## src/rtl/wheel_pkg.sv

```systemverilog
// Shared definitions for the wheel state buffer slice.
//   - state_t        : update sequencer states (IDLE / RUN / COMMIT)
//   - DEF_*          : default array geometry and field widths
//   - IDX_X / IDX_Y  : first index of every [2][N] position/velocity array
package wheel_pkg;

    typedef enum logic [1:0] {
        ST_IDLE   = 2'd0,
        ST_RUN    = 2'd1,
        ST_COMMIT = 2'd2
    } state_t;

    localparam int DEF_NUM_NODES     = 10;
    localparam int DEF_POSITION_SIZE = 18;
    localparam int DEF_VELOCITY_SIZE = 8;
    localparam int DEF_DROP_BITS     = 8;

    localparam int IDX_X = 0;
    localparam int IDX_Y = 1;

endpackage

```

## src/rtl/wheel_state_buffer_if.sv

```systemverilog
// Bundle of all non-clock/reset signals between the frame/update_wheel side
// and wheel_state_buffer.
//   master : the environment (frame timing, update_wheel streams, render)
//   slave  : wheel_state_buffer
interface wheel_state_buffer_if
    import wheel_pkg::*;
#(
    parameter int NUM_NODES     = DEF_NUM_NODES,
    parameter int POSITION_SIZE = DEF_POSITION_SIZE,
    parameter int VELOCITY_SIZE = DEF_VELOCITY_SIZE,
    parameter int DROP_BITS     = DEF_DROP_BITS
) ();

    logic                                            frame_in;
    logic                                            load_in;
    logic [1:0][NUM_NODES-1:0][POSITION_SIZE-1:0]    init_nodes_in;
    logic [POSITION_SIZE-1:0]                        node_x_in;
    logic [POSITION_SIZE-1:0]                        node_y_in;
    logic                                            node_valid_in;
    logic [VELOCITY_SIZE-1:0]                        vel_x_in;
    logic [VELOCITY_SIZE-1:0]                        vel_y_in;
    logic                                            vel_valid_in;
    logic                                            result_in;
    logic                                            begin_out;
    logic [1:0][NUM_NODES-1:0][POSITION_SIZE-1:0]    nodes_out;
    logic [1:0][NUM_NODES-1:0][VELOCITY_SIZE-1:0]    velocities_out;
    logic                                            busy_out;
    logic                                            commit_out;
    logic                                            error_out;
    logic [DROP_BITS-1:0]                            drop_count_out;

    modport master (
        output frame_in, load_in, init_nodes_in,
               node_x_in, node_y_in, node_valid_in,
               vel_x_in, vel_y_in, vel_valid_in, result_in,
        input  begin_out, nodes_out, velocities_out,
               busy_out, commit_out, error_out, drop_count_out
    );

    modport slave (
        input  frame_in, load_in, init_nodes_in,
               node_x_in, node_y_in, node_valid_in,
               vel_x_in, vel_y_in, vel_valid_in, result_in,
        output begin_out, nodes_out, velocities_out,
               busy_out, commit_out, error_out, drop_count_out
    );

endinterface

```

## src/rtl/wheel_state_buffer_stream_collector.sv

```systemverilog
// stream_collector: captures a stream of (x, y) beats into a 2 x DEPTH shadow
// array at an incrementing write pointer.
//   clr_in        : zero the pointer and overflow flag (shadow data kept)
//   en_in         : beats are only accepted while enabled
//   valid_in/x/y  : beat
//   cnt_nx_out    : pointer value after this cycle (includes a same-cycle beat)
//   ovf_nx_out    : overflow flag after this cycle
//   data_out      : registered shadow array, [0] = x, [1] = y
module stream_collector
    import wheel_pkg::*;
#(
    parameter int DEPTH = DEF_NUM_NODES,
    parameter int WIDTH = DEF_POSITION_SIZE,
    parameter int CW    = $clog2(DEPTH + 1)
) (
    input  logic                                 clk_in,
    input  logic                                 rst_in,
    input  logic                                 clr_in,
    input  logic                                 en_in,
    input  logic                                 valid_in,
    input  logic [WIDTH-1:0]                     x_in,
    input  logic [WIDTH-1:0]                     y_in,
    output logic [CW-1:0]                        cnt_nx_out,
    output logic                                 ovf_nx_out,
    output logic [1:0][DEPTH-1:0][WIDTH-1:0]     data_out
);

    localparam logic [CW-1:0] FULL = CW'(DEPTH);

    logic [CW-1:0]                    cnt_q, cnt_d;
    logic                             ovf_q, ovf_d;
    logic [1:0][DEPTH-1:0][WIDTH-1:0] data_q, data_d;

    always_comb begin
        cnt_d  = cnt_q;
        ovf_d  = ovf_q;
        data_d = data_q;
        if (clr_in) begin
            cnt_d = '0;
            ovf_d = 1'b0;
        end else if (en_in && valid_in) begin
            // A beat past the last node is dropped but poisons the update.
            if (cnt_q == FULL) begin
                ovf_d = 1'b1;
            end else begin
                data_d[IDX_X][cnt_q] = x_in;
                data_d[IDX_Y][cnt_q] = y_in;
                cnt_d                = cnt_q + 1'b1;
            end
        end
    end

    always_ff @(posedge clk_in or negedge rst_in) begin
        if (!rst_in) begin
            cnt_q  <= '0;
            ovf_q  <= 1'b0;
            data_q <= '0;
        end else begin
            cnt_q  <= cnt_d;
            ovf_q  <= ovf_d;
            data_q <= data_d;
        end
    end

    assign cnt_nx_out = cnt_d;
    assign ovf_nx_out = ovf_d;
    assign data_out   = data_q;

endmodule

```

## src/rtl/wheel_state_buffer.sv

```systemverilog
// wheel_state_buffer: issues one begin pulse per frame to update_wheel,
// collects its position/velocity beat streams into shadow arrays and commits
// them atomically to the live arrays only when an update is complete and
// clean. Incomplete/overlong updates set a sticky error and leave live data.
//   clk_in / rst_in : clock, async active-low reset
//   bus (slave)     : frame/load/init inputs, beat streams, result pulse,
//                     begin pulse, live arrays, busy/commit/error, drop count
module wheel_state_buffer
    import wheel_pkg::*;
#(
    parameter int NUM_NODES     = DEF_NUM_NODES,
    parameter int POSITION_SIZE = DEF_POSITION_SIZE,
    parameter int VELOCITY_SIZE = DEF_VELOCITY_SIZE,
    parameter int DROP_BITS     = DEF_DROP_BITS
) (
    input  logic                  clk_in,
    input  logic                  rst_in,
    wheel_state_buffer_if.slave   bus
);

    localparam int            CW   = $clog2(NUM_NODES + 1);
    localparam logic [CW-1:0] FULL = CW'(NUM_NODES);

    state_t                                          state_q, state_d;
    logic                                            pending_q, pending_d;
    logic                                            begin_q, begin_d;
    logic                                            commit_q, commit_d;
    logic                                            error_q, error_d;
    logic [DROP_BITS-1:0]                            drop_q, drop_d;
    logic [1:0][NUM_NODES-1:0][POSITION_SIZE-1:0]    pos_q, pos_d;
    logic [1:0][NUM_NODES-1:0][VELOCITY_SIZE-1:0]    vel_q, vel_d;

    logic                                            start;
    logic                                            clr;
    logic                                            run_en;
    logic [CW-1:0]                                   pos_cnt_nx, vel_cnt_nx;
    logic                                            pos_ovf_nx, vel_ovf_nx;
    logic [1:0][NUM_NODES-1:0][POSITION_SIZE-1:0]    pos_shadow;
    logic [1:0][NUM_NODES-1:0][VELOCITY_SIZE-1:0]    vel_shadow;

    assign start  = (state_q == ST_IDLE) && (bus.frame_in || pending_q);
    assign clr    = bus.load_in || start;
    assign run_en = (state_q == ST_RUN) && !bus.load_in;

    stream_collector #(.DEPTH(NUM_NODES), .WIDTH(POSITION_SIZE), .CW(CW)) u_pos (
        .clk_in     (clk_in),
        .rst_in     (rst_in),
        .clr_in     (clr),
        .en_in      (run_en),
        .valid_in   (bus.node_valid_in),
        .x_in       (bus.node_x_in),
        .y_in       (bus.node_y_in),
        .cnt_nx_out (pos_cnt_nx),
        .ovf_nx_out (pos_ovf_nx),
        .data_out   (pos_shadow)
    );

    stream_collector #(.DEPTH(NUM_NODES), .WIDTH(VELOCITY_SIZE), .CW(CW)) u_vel (
        .clk_in     (clk_in),
        .rst_in     (rst_in),
        .clr_in     (clr),
        .en_in      (run_en),
        .valid_in   (bus.vel_valid_in),
        .x_in       (bus.vel_x_in),
        .y_in       (bus.vel_y_in),
        .cnt_nx_out (vel_cnt_nx),
        .ovf_nx_out (vel_ovf_nx),
        .data_out   (vel_shadow)
    );

    always_comb begin
        state_d   = state_q;
        pending_d = pending_q;
        begin_d   = 1'b0;
        commit_d  = 1'b0;
        error_d   = error_q;
        drop_d    = drop_q;
        pos_d     = pos_q;
        vel_d     = vel_q;

        // One-deep frame buffer while an update is in flight; extras are counted.
        if (bus.frame_in && state_q != ST_IDLE) begin
            if (!pending_q)
                pending_d = 1'b1;
            else if (drop_q != '1)
                drop_d = drop_q + 1'b1;
        end

        case (state_q)
            ST_IDLE: begin
                if (start) begin
                    begin_d   = 1'b1;
                    pending_d = 1'b0;
                    state_d   = ST_RUN;
                end
            end
            ST_RUN: begin
                // Counts used here already include any beat valid this cycle.
                if (bus.result_in) begin
                    if (pos_cnt_nx == FULL && vel_cnt_nx == FULL &&
                        !pos_ovf_nx && !vel_ovf_nx) begin
                        state_d = ST_COMMIT;
                    end else begin
                        error_d = 1'b1;
                        state_d = ST_IDLE;
                    end
                end
            end
            ST_COMMIT: begin
                pos_d    = pos_shadow;
                vel_d    = vel_shadow;
                commit_d = 1'b1;
                state_d  = ST_IDLE;
            end
            default: state_d = ST_IDLE;
        endcase

        // Load aborts any update; a coincident frame is kept as pending.
        if (bus.load_in) begin
            pos_d     = bus.init_nodes_in;
            vel_d     = '0;
            state_d   = ST_IDLE;
            pending_d = bus.frame_in;
            begin_d   = 1'b0;
            commit_d  = 1'b0;
            error_d   = error_q;
            drop_d    = drop_q;
        end
    end

    always_ff @(posedge clk_in or negedge rst_in) begin
        if (!rst_in) begin
            state_q   <= ST_IDLE;
            pending_q <= 1'b0;
            begin_q   <= 1'b0;
            commit_q  <= 1'b0;
            error_q   <= 1'b0;
            drop_q    <= '0;
            pos_q     <= '0;
            vel_q     <= '0;
        end else begin
            state_q   <= state_d;
            pending_q <= pending_d;
            begin_q   <= begin_d;
            commit_q  <= commit_d;
            error_q   <= error_d;
            drop_q    <= drop_d;
            pos_q     <= pos_d;
            vel_q     <= vel_d;
        end
    end

    assign bus.begin_out      = begin_q;
    assign bus.commit_out     = commit_q;
    assign bus.error_out      = error_q;
    assign bus.drop_count_out = drop_q;
    assign bus.nodes_out      = pos_q;
    assign bus.velocities_out = vel_q;
    assign bus.busy_out       = (state_q != ST_IDLE);

endmodule

```

## src/flat_wrapper.sv

```systemverilog
// flat-port wrapper written by rule: the top's interface ports become plain ports
module wheel_state_buffer_flat import wheel_pkg::*;
#(
    parameter int NUM_NODES     = DEF_NUM_NODES,
    parameter int POSITION_SIZE = DEF_POSITION_SIZE,
    parameter int VELOCITY_SIZE = DEF_VELOCITY_SIZE,
    parameter int DROP_BITS     = DEF_DROP_BITS
)
  (clk_in, rst_in, bus_frame_in, bus_load_in, bus_init_nodes_in, bus_node_x_in, bus_node_y_in, bus_node_valid_in, bus_vel_x_in, bus_vel_y_in, bus_vel_valid_in, bus_result_in, bus_begin_out, bus_nodes_out, bus_velocities_out, bus_busy_out, bus_commit_out, bus_error_out, bus_drop_count_out);
  wheel_state_buffer_if #(.NUM_NODES(NUM_NODES), .POSITION_SIZE(POSITION_SIZE), .VELOCITY_SIZE(VELOCITY_SIZE), .DROP_BITS(DROP_BITS)) bus_i ();
  input  logic clk_in;
  input  logic rst_in;
  input wire logic [$bits(bus_i.frame_in)-1:0] bus_frame_in;
  input wire logic [$bits(bus_i.load_in)-1:0] bus_load_in;
  input wire logic [$bits(bus_i.init_nodes_in)-1:0] bus_init_nodes_in;
  input wire logic [$bits(bus_i.node_x_in)-1:0] bus_node_x_in;
  input wire logic [$bits(bus_i.node_y_in)-1:0] bus_node_y_in;
  input wire logic [$bits(bus_i.node_valid_in)-1:0] bus_node_valid_in;
  input wire logic [$bits(bus_i.vel_x_in)-1:0] bus_vel_x_in;
  input wire logic [$bits(bus_i.vel_y_in)-1:0] bus_vel_y_in;
  input wire logic [$bits(bus_i.vel_valid_in)-1:0] bus_vel_valid_in;
  input wire logic [$bits(bus_i.result_in)-1:0] bus_result_in;
  output wire logic [$bits(bus_i.begin_out)-1:0] bus_begin_out;
  output wire logic [$bits(bus_i.nodes_out)-1:0] bus_nodes_out;
  output wire logic [$bits(bus_i.velocities_out)-1:0] bus_velocities_out;
  output wire logic [$bits(bus_i.busy_out)-1:0] bus_busy_out;
  output wire logic [$bits(bus_i.commit_out)-1:0] bus_commit_out;
  output wire logic [$bits(bus_i.error_out)-1:0] bus_error_out;
  output wire logic [$bits(bus_i.drop_count_out)-1:0] bus_drop_count_out;
  assign bus_i.frame_in = bus_frame_in;
  assign bus_i.load_in = bus_load_in;
  assign bus_i.init_nodes_in = bus_init_nodes_in;
  assign bus_i.node_x_in = bus_node_x_in;
  assign bus_i.node_y_in = bus_node_y_in;
  assign bus_i.node_valid_in = bus_node_valid_in;
  assign bus_i.vel_x_in = bus_vel_x_in;
  assign bus_i.vel_y_in = bus_vel_y_in;
  assign bus_i.vel_valid_in = bus_vel_valid_in;
  assign bus_i.result_in = bus_result_in;
  assign bus_begin_out = bus_i.begin_out;
  assign bus_nodes_out = bus_i.nodes_out;
  assign bus_velocities_out = bus_i.velocities_out;
  assign bus_busy_out = bus_i.busy_out;
  assign bus_commit_out = bus_i.commit_out;
  assign bus_error_out = bus_i.error_out;
  assign bus_drop_count_out = bus_i.drop_count_out;
  wheel_state_buffer #(.NUM_NODES(NUM_NODES), .POSITION_SIZE(POSITION_SIZE), .VELOCITY_SIZE(VELOCITY_SIZE), .DROP_BITS(DROP_BITS)) u_core (.clk_in(clk_in), .rst_in(rst_in), .bus(bus_i));
endmodule
```

## config.mk

```make
export PLATFORM = sky130hd
export DESIGN_NAME = wheel_state_buffer_flat
export DESIGN_NICKNAME = d
export VERILOG_FILES = /design/src/rtl/wheel_pkg.sv /design/src/rtl/wheel_state_buffer_if.sv /design/src/rtl/wheel_state_buffer_stream_collector.sv /design/src/rtl/wheel_state_buffer.sv /design/src/flat_wrapper.sv
export SDC_FILE = /design/constraint.sdc
export NUM_CORES = 1
export LEC_CHECK = 0
export ABC_AREA = 1
export ABC_CLOCK_PERIOD_IN_PS = 2800
export CAP_MARGIN = 20
export CORE_AREA = 3 3 374 376
export CTS_BUF_LIST = sky130_fd_sc_hd__clkbuf_8 sky130_fd_sc_hd__clkbuf_16
export DETAILED_ROUTE_END_ITERATION = 16
export DIE_AREA = 0 0 377 379
export GPL_ROUTABILITY_DRIVEN = 0
export SLEW_MARGIN = 20
export SYNTH_ARGS = -nofsm -noshare
export SYNTH_HDL_FRONTEND = slang
export SYNTH_SLANG_ARGS = --single-unit
```

## constraint.sdc

```tcl
create_clock -name clk_in -period 2.8 [get_ports clk_in]
set_input_delay 0.84 -clock clk_in [delete_from_list [all_inputs] [get_ports clk_in]]
set_output_delay 0.84 -clock clk_in [all_outputs]
set_load 0.03 [all_outputs]
```

==> flow_summary.toml <==
[timing]
min_period_over_period_pct = 97.2
setup_tns_ns = 0
tightest_slew_ns = 0.884
fmax_mhz = 367
slew_viol_final = 0
relSlewSlack_pct = 41.1
setup_viol = 0
hold_violations = 0
fin_skew_ns = 0.0425
rsz0062_at_grt = "false"
period_minus_slack_ns = 2.72

[synthesis]
ys_seq_elements = 1064
syn_area_um2 = 40800
yosysWarningCount = 0
synth.area.top_cells = "dfrtp_1 (65%), nand2_1 (14%), nand3_1 (3.8%)"
synth_most_common_cell = "nand2_1"
synth.avg_cell_area_um2 = 9.78
synth_nets = 4601
synth_common_cells = "nand2_1 (1530), dfrtp_1 (1064), nand3_1 (306), o21ai_0 (265), o21ai_1 (258)"
ys_seq_area_share_pct = 65.3
synthCells = 4173
synthFlopType = "dfrtp_1"
ys_types = 33
yosysTopAreaCellShare_pct = 65.3
synth_edf_count = 0
ys_async_sr_fraction_pct = 100
synth.largest_area_cell = "dfrtp_1"

[routing]
routed_via_density = 4.89
drc = 0
drtPass1Iterations = 5
antenna_left = 0
finalWirelength_um = 168000
vias = 34400
wire_per_inst_um = 23.9
drt_iter0_drc = 3113

[setup_path]
critPathKind = "reg -> out"
cp_slowest_stage_delay_ns = 0.80
start_kind = "flip-flop"
cp_cell_sequence = "clkdlybuf4s50_1"
r2r_slack_ns = 0.61
cp_slowest_cell = "clkdlybuf4s50_1"
cp.arrival_ns = 1.88
worstSetupEndpointType = "output port"
path_delay_family = "buffers and inverters"
cp_max_fo = 2
cp.required_ns = 1.96
path_buf_inv = 1

[final_layout]
nets = 5543
multi_input_area_um2 = 12800
nFillCells = 13400
regArea_um2 = 26600
finalInstanceArea_um2 = 57100
syn_to_final_growth_pct = 40.0
drive_above_1_share_pct = 7.02
fin_cells = 7043

[power]
leakagePower_nw = 26.0
power_mw = 37.9
irDropWorstVdd_uv = 471
p_per_area_nw_per_um2 = 663

[floorplan]
die_h_um = 379
start_util_pct = 29.7
rows = 136
die_area_um2 = 143000
die_width_um = 377
core_area_um2 = 137000
io_pins = 951

[clock_network]
cts_tree = "built"
cts_root_buffer = "clkbuf_16"
cts_buffers = 116
clk_pin_slew_ns = 0.06
insertion_delay_ns = 0.73
post-cts-setup-buffers = 0
clockBufferDepth = 3
cts_sinks = 1064
cts_htree_levels = 3

[global_route]
grtUsageTotal_pct = 22.9
grt_overflow_total = 0
grt_pass1_vias = 33900
grt_pass1_wl_um = 239000
grt_max_degree = 104
antenna_found_initial = 63

[placed_design]
dp.cells = 6790
port_buffers = 950
dp_hpwl_um = 122000
place_area_um2 = 53100

[job]
drv_cap = 0

[worst_hold_path]
hp-class = "reg -> reg"

[status]
status = "finished clean"
==> sequential cells by signal, summed over array words and instances (netlist names) <==
register	count
u_core.bus.begin_out	1
u_core.bus.commit_out	1
u_core.bus.drop_count_out	8
u_core.bus.error_out	1
u_core.bus.nodes_out	360
u_core.bus.velocities_out	160
u_core.pending_q	1
u_core.state_q	2
u_core.u_pos.cnt_q	4
u_core.u_pos.data_out	360
u_core.u_pos.ovf_q	1
u_core.u_vel.cnt_q	4
u_core.u_vel.data_out	160
u_core.u_vel.ovf_q	1
==> final cells by class <==
| cell class | count | area share (%) |
|---|---|---|
| Antenna cell | 38 | 0.166 |
| Clock buffer | 141 | 5.70 |
| Clock inverter | 73 | 1.33 |
| Inverter | 87 | 0.594 |
| Multi-Input combinational cell | 2758 | 22.4 |
| Sequential cell | 1064 | 46.6 |
| Tap cell | 1794 | 3.93 |
| Timing Repair Buffer | 1088 | 19.3 |
==> cell families (layout without fill, tap and decap cells) <==
logic type	count (synthesis)	in the layout	share of synthesized area (%)
compound gates	765	765	11.1
xor+xnor	7	7	0.150
fa+ha+maj	9	9	0.276
buf+inv	351	1389	3.49
flops	1064	1064	65.3
mux	1	1	0.0276
other cells	0	38	0
simple gates	1976	1976	19.7
==> final timing paths <==
| path | start | endpoint | cells past startpoint |
|---|---|---|---|
| worst max register to register | u_core.u_pos.cnt_q[0] | u_core.u_pos.data_out[274] | 9 |
| worst max-delay path | u_core.bus.nodes_out[230] | bus_nodes_out[230] | 1 |
| worst min-delay path | u_core.bus.nodes_out[39] | u_core.bus.nodes_out[39] | 2 |
| worst min register to register | u_core.bus.nodes_out[39] | u_core.bus.nodes_out[39] | 2 |
| max in group asynchronous | rst_in | u_core.bus.velocities_out[87] | 4 |
| min in group asynchronous | rst_in | u_core.bus.velocities_out[147] | 2 |
==> stage by stage <==
stage          hold WS (ns)  util [%]  worst slack [ns]
6_report              0.479      41.6            0.0775
2_1_floorplan         0.453         -             0.575
5_1_grt               0.480      41.6           0.00825
3_5_place_dp          0.468      38.7           -0.0340
4_1_cts               0.435      41.6           0.00158
3_3_place_gp          0.463      38.7           0.00254
==> routing by layer <==
metal	share of wire [%]	up-vias	GRT usage (%)
li1	-	15700	-
met1	42	17000	29.5
met2	47	1351	37.1
met3	8.2	240	6.35
met4	2.9	42	7.39
met5	0.17	-	0
==> timing repair <==
action                                  4_1_cts  5_1_grt
endpoints found under the setup margin       59        1
hold endpoints to repair                      5        0
gates resized for setup                      61        1
hold buffers                                  1        0
pin swaps                                     0        0
gates cloned                                  0        0
==> report_power, final <==
| group | switching (mW) | total, mW | internal (mW) |
|---|---|---|---|
| logic | 3.05 | 4.96 | 1.91 |
| registers | 0.582 | 16.9 | 16.3 |
| clock network | 6.69 | 16.1 | 9.37 |
==> placed cells by master, fill, tap and decap left out, drive strengths merged, types with 12 or more instances in the layout <==
master / n
nand2: 1532
dfrtp: 1064
clkdlybuf4s50: 884
o21ai: 523
nand3: 308
a22o: 160
buf: 143
clkbuf: 141
inv: 114
nor2: 112
a31oi: 60
dlygate4sd2: 58
diode: 38
clkinv: 23
nand4: 19
o22ai: 18
bufinv: 12
Power figures use the tool's default switching activity.
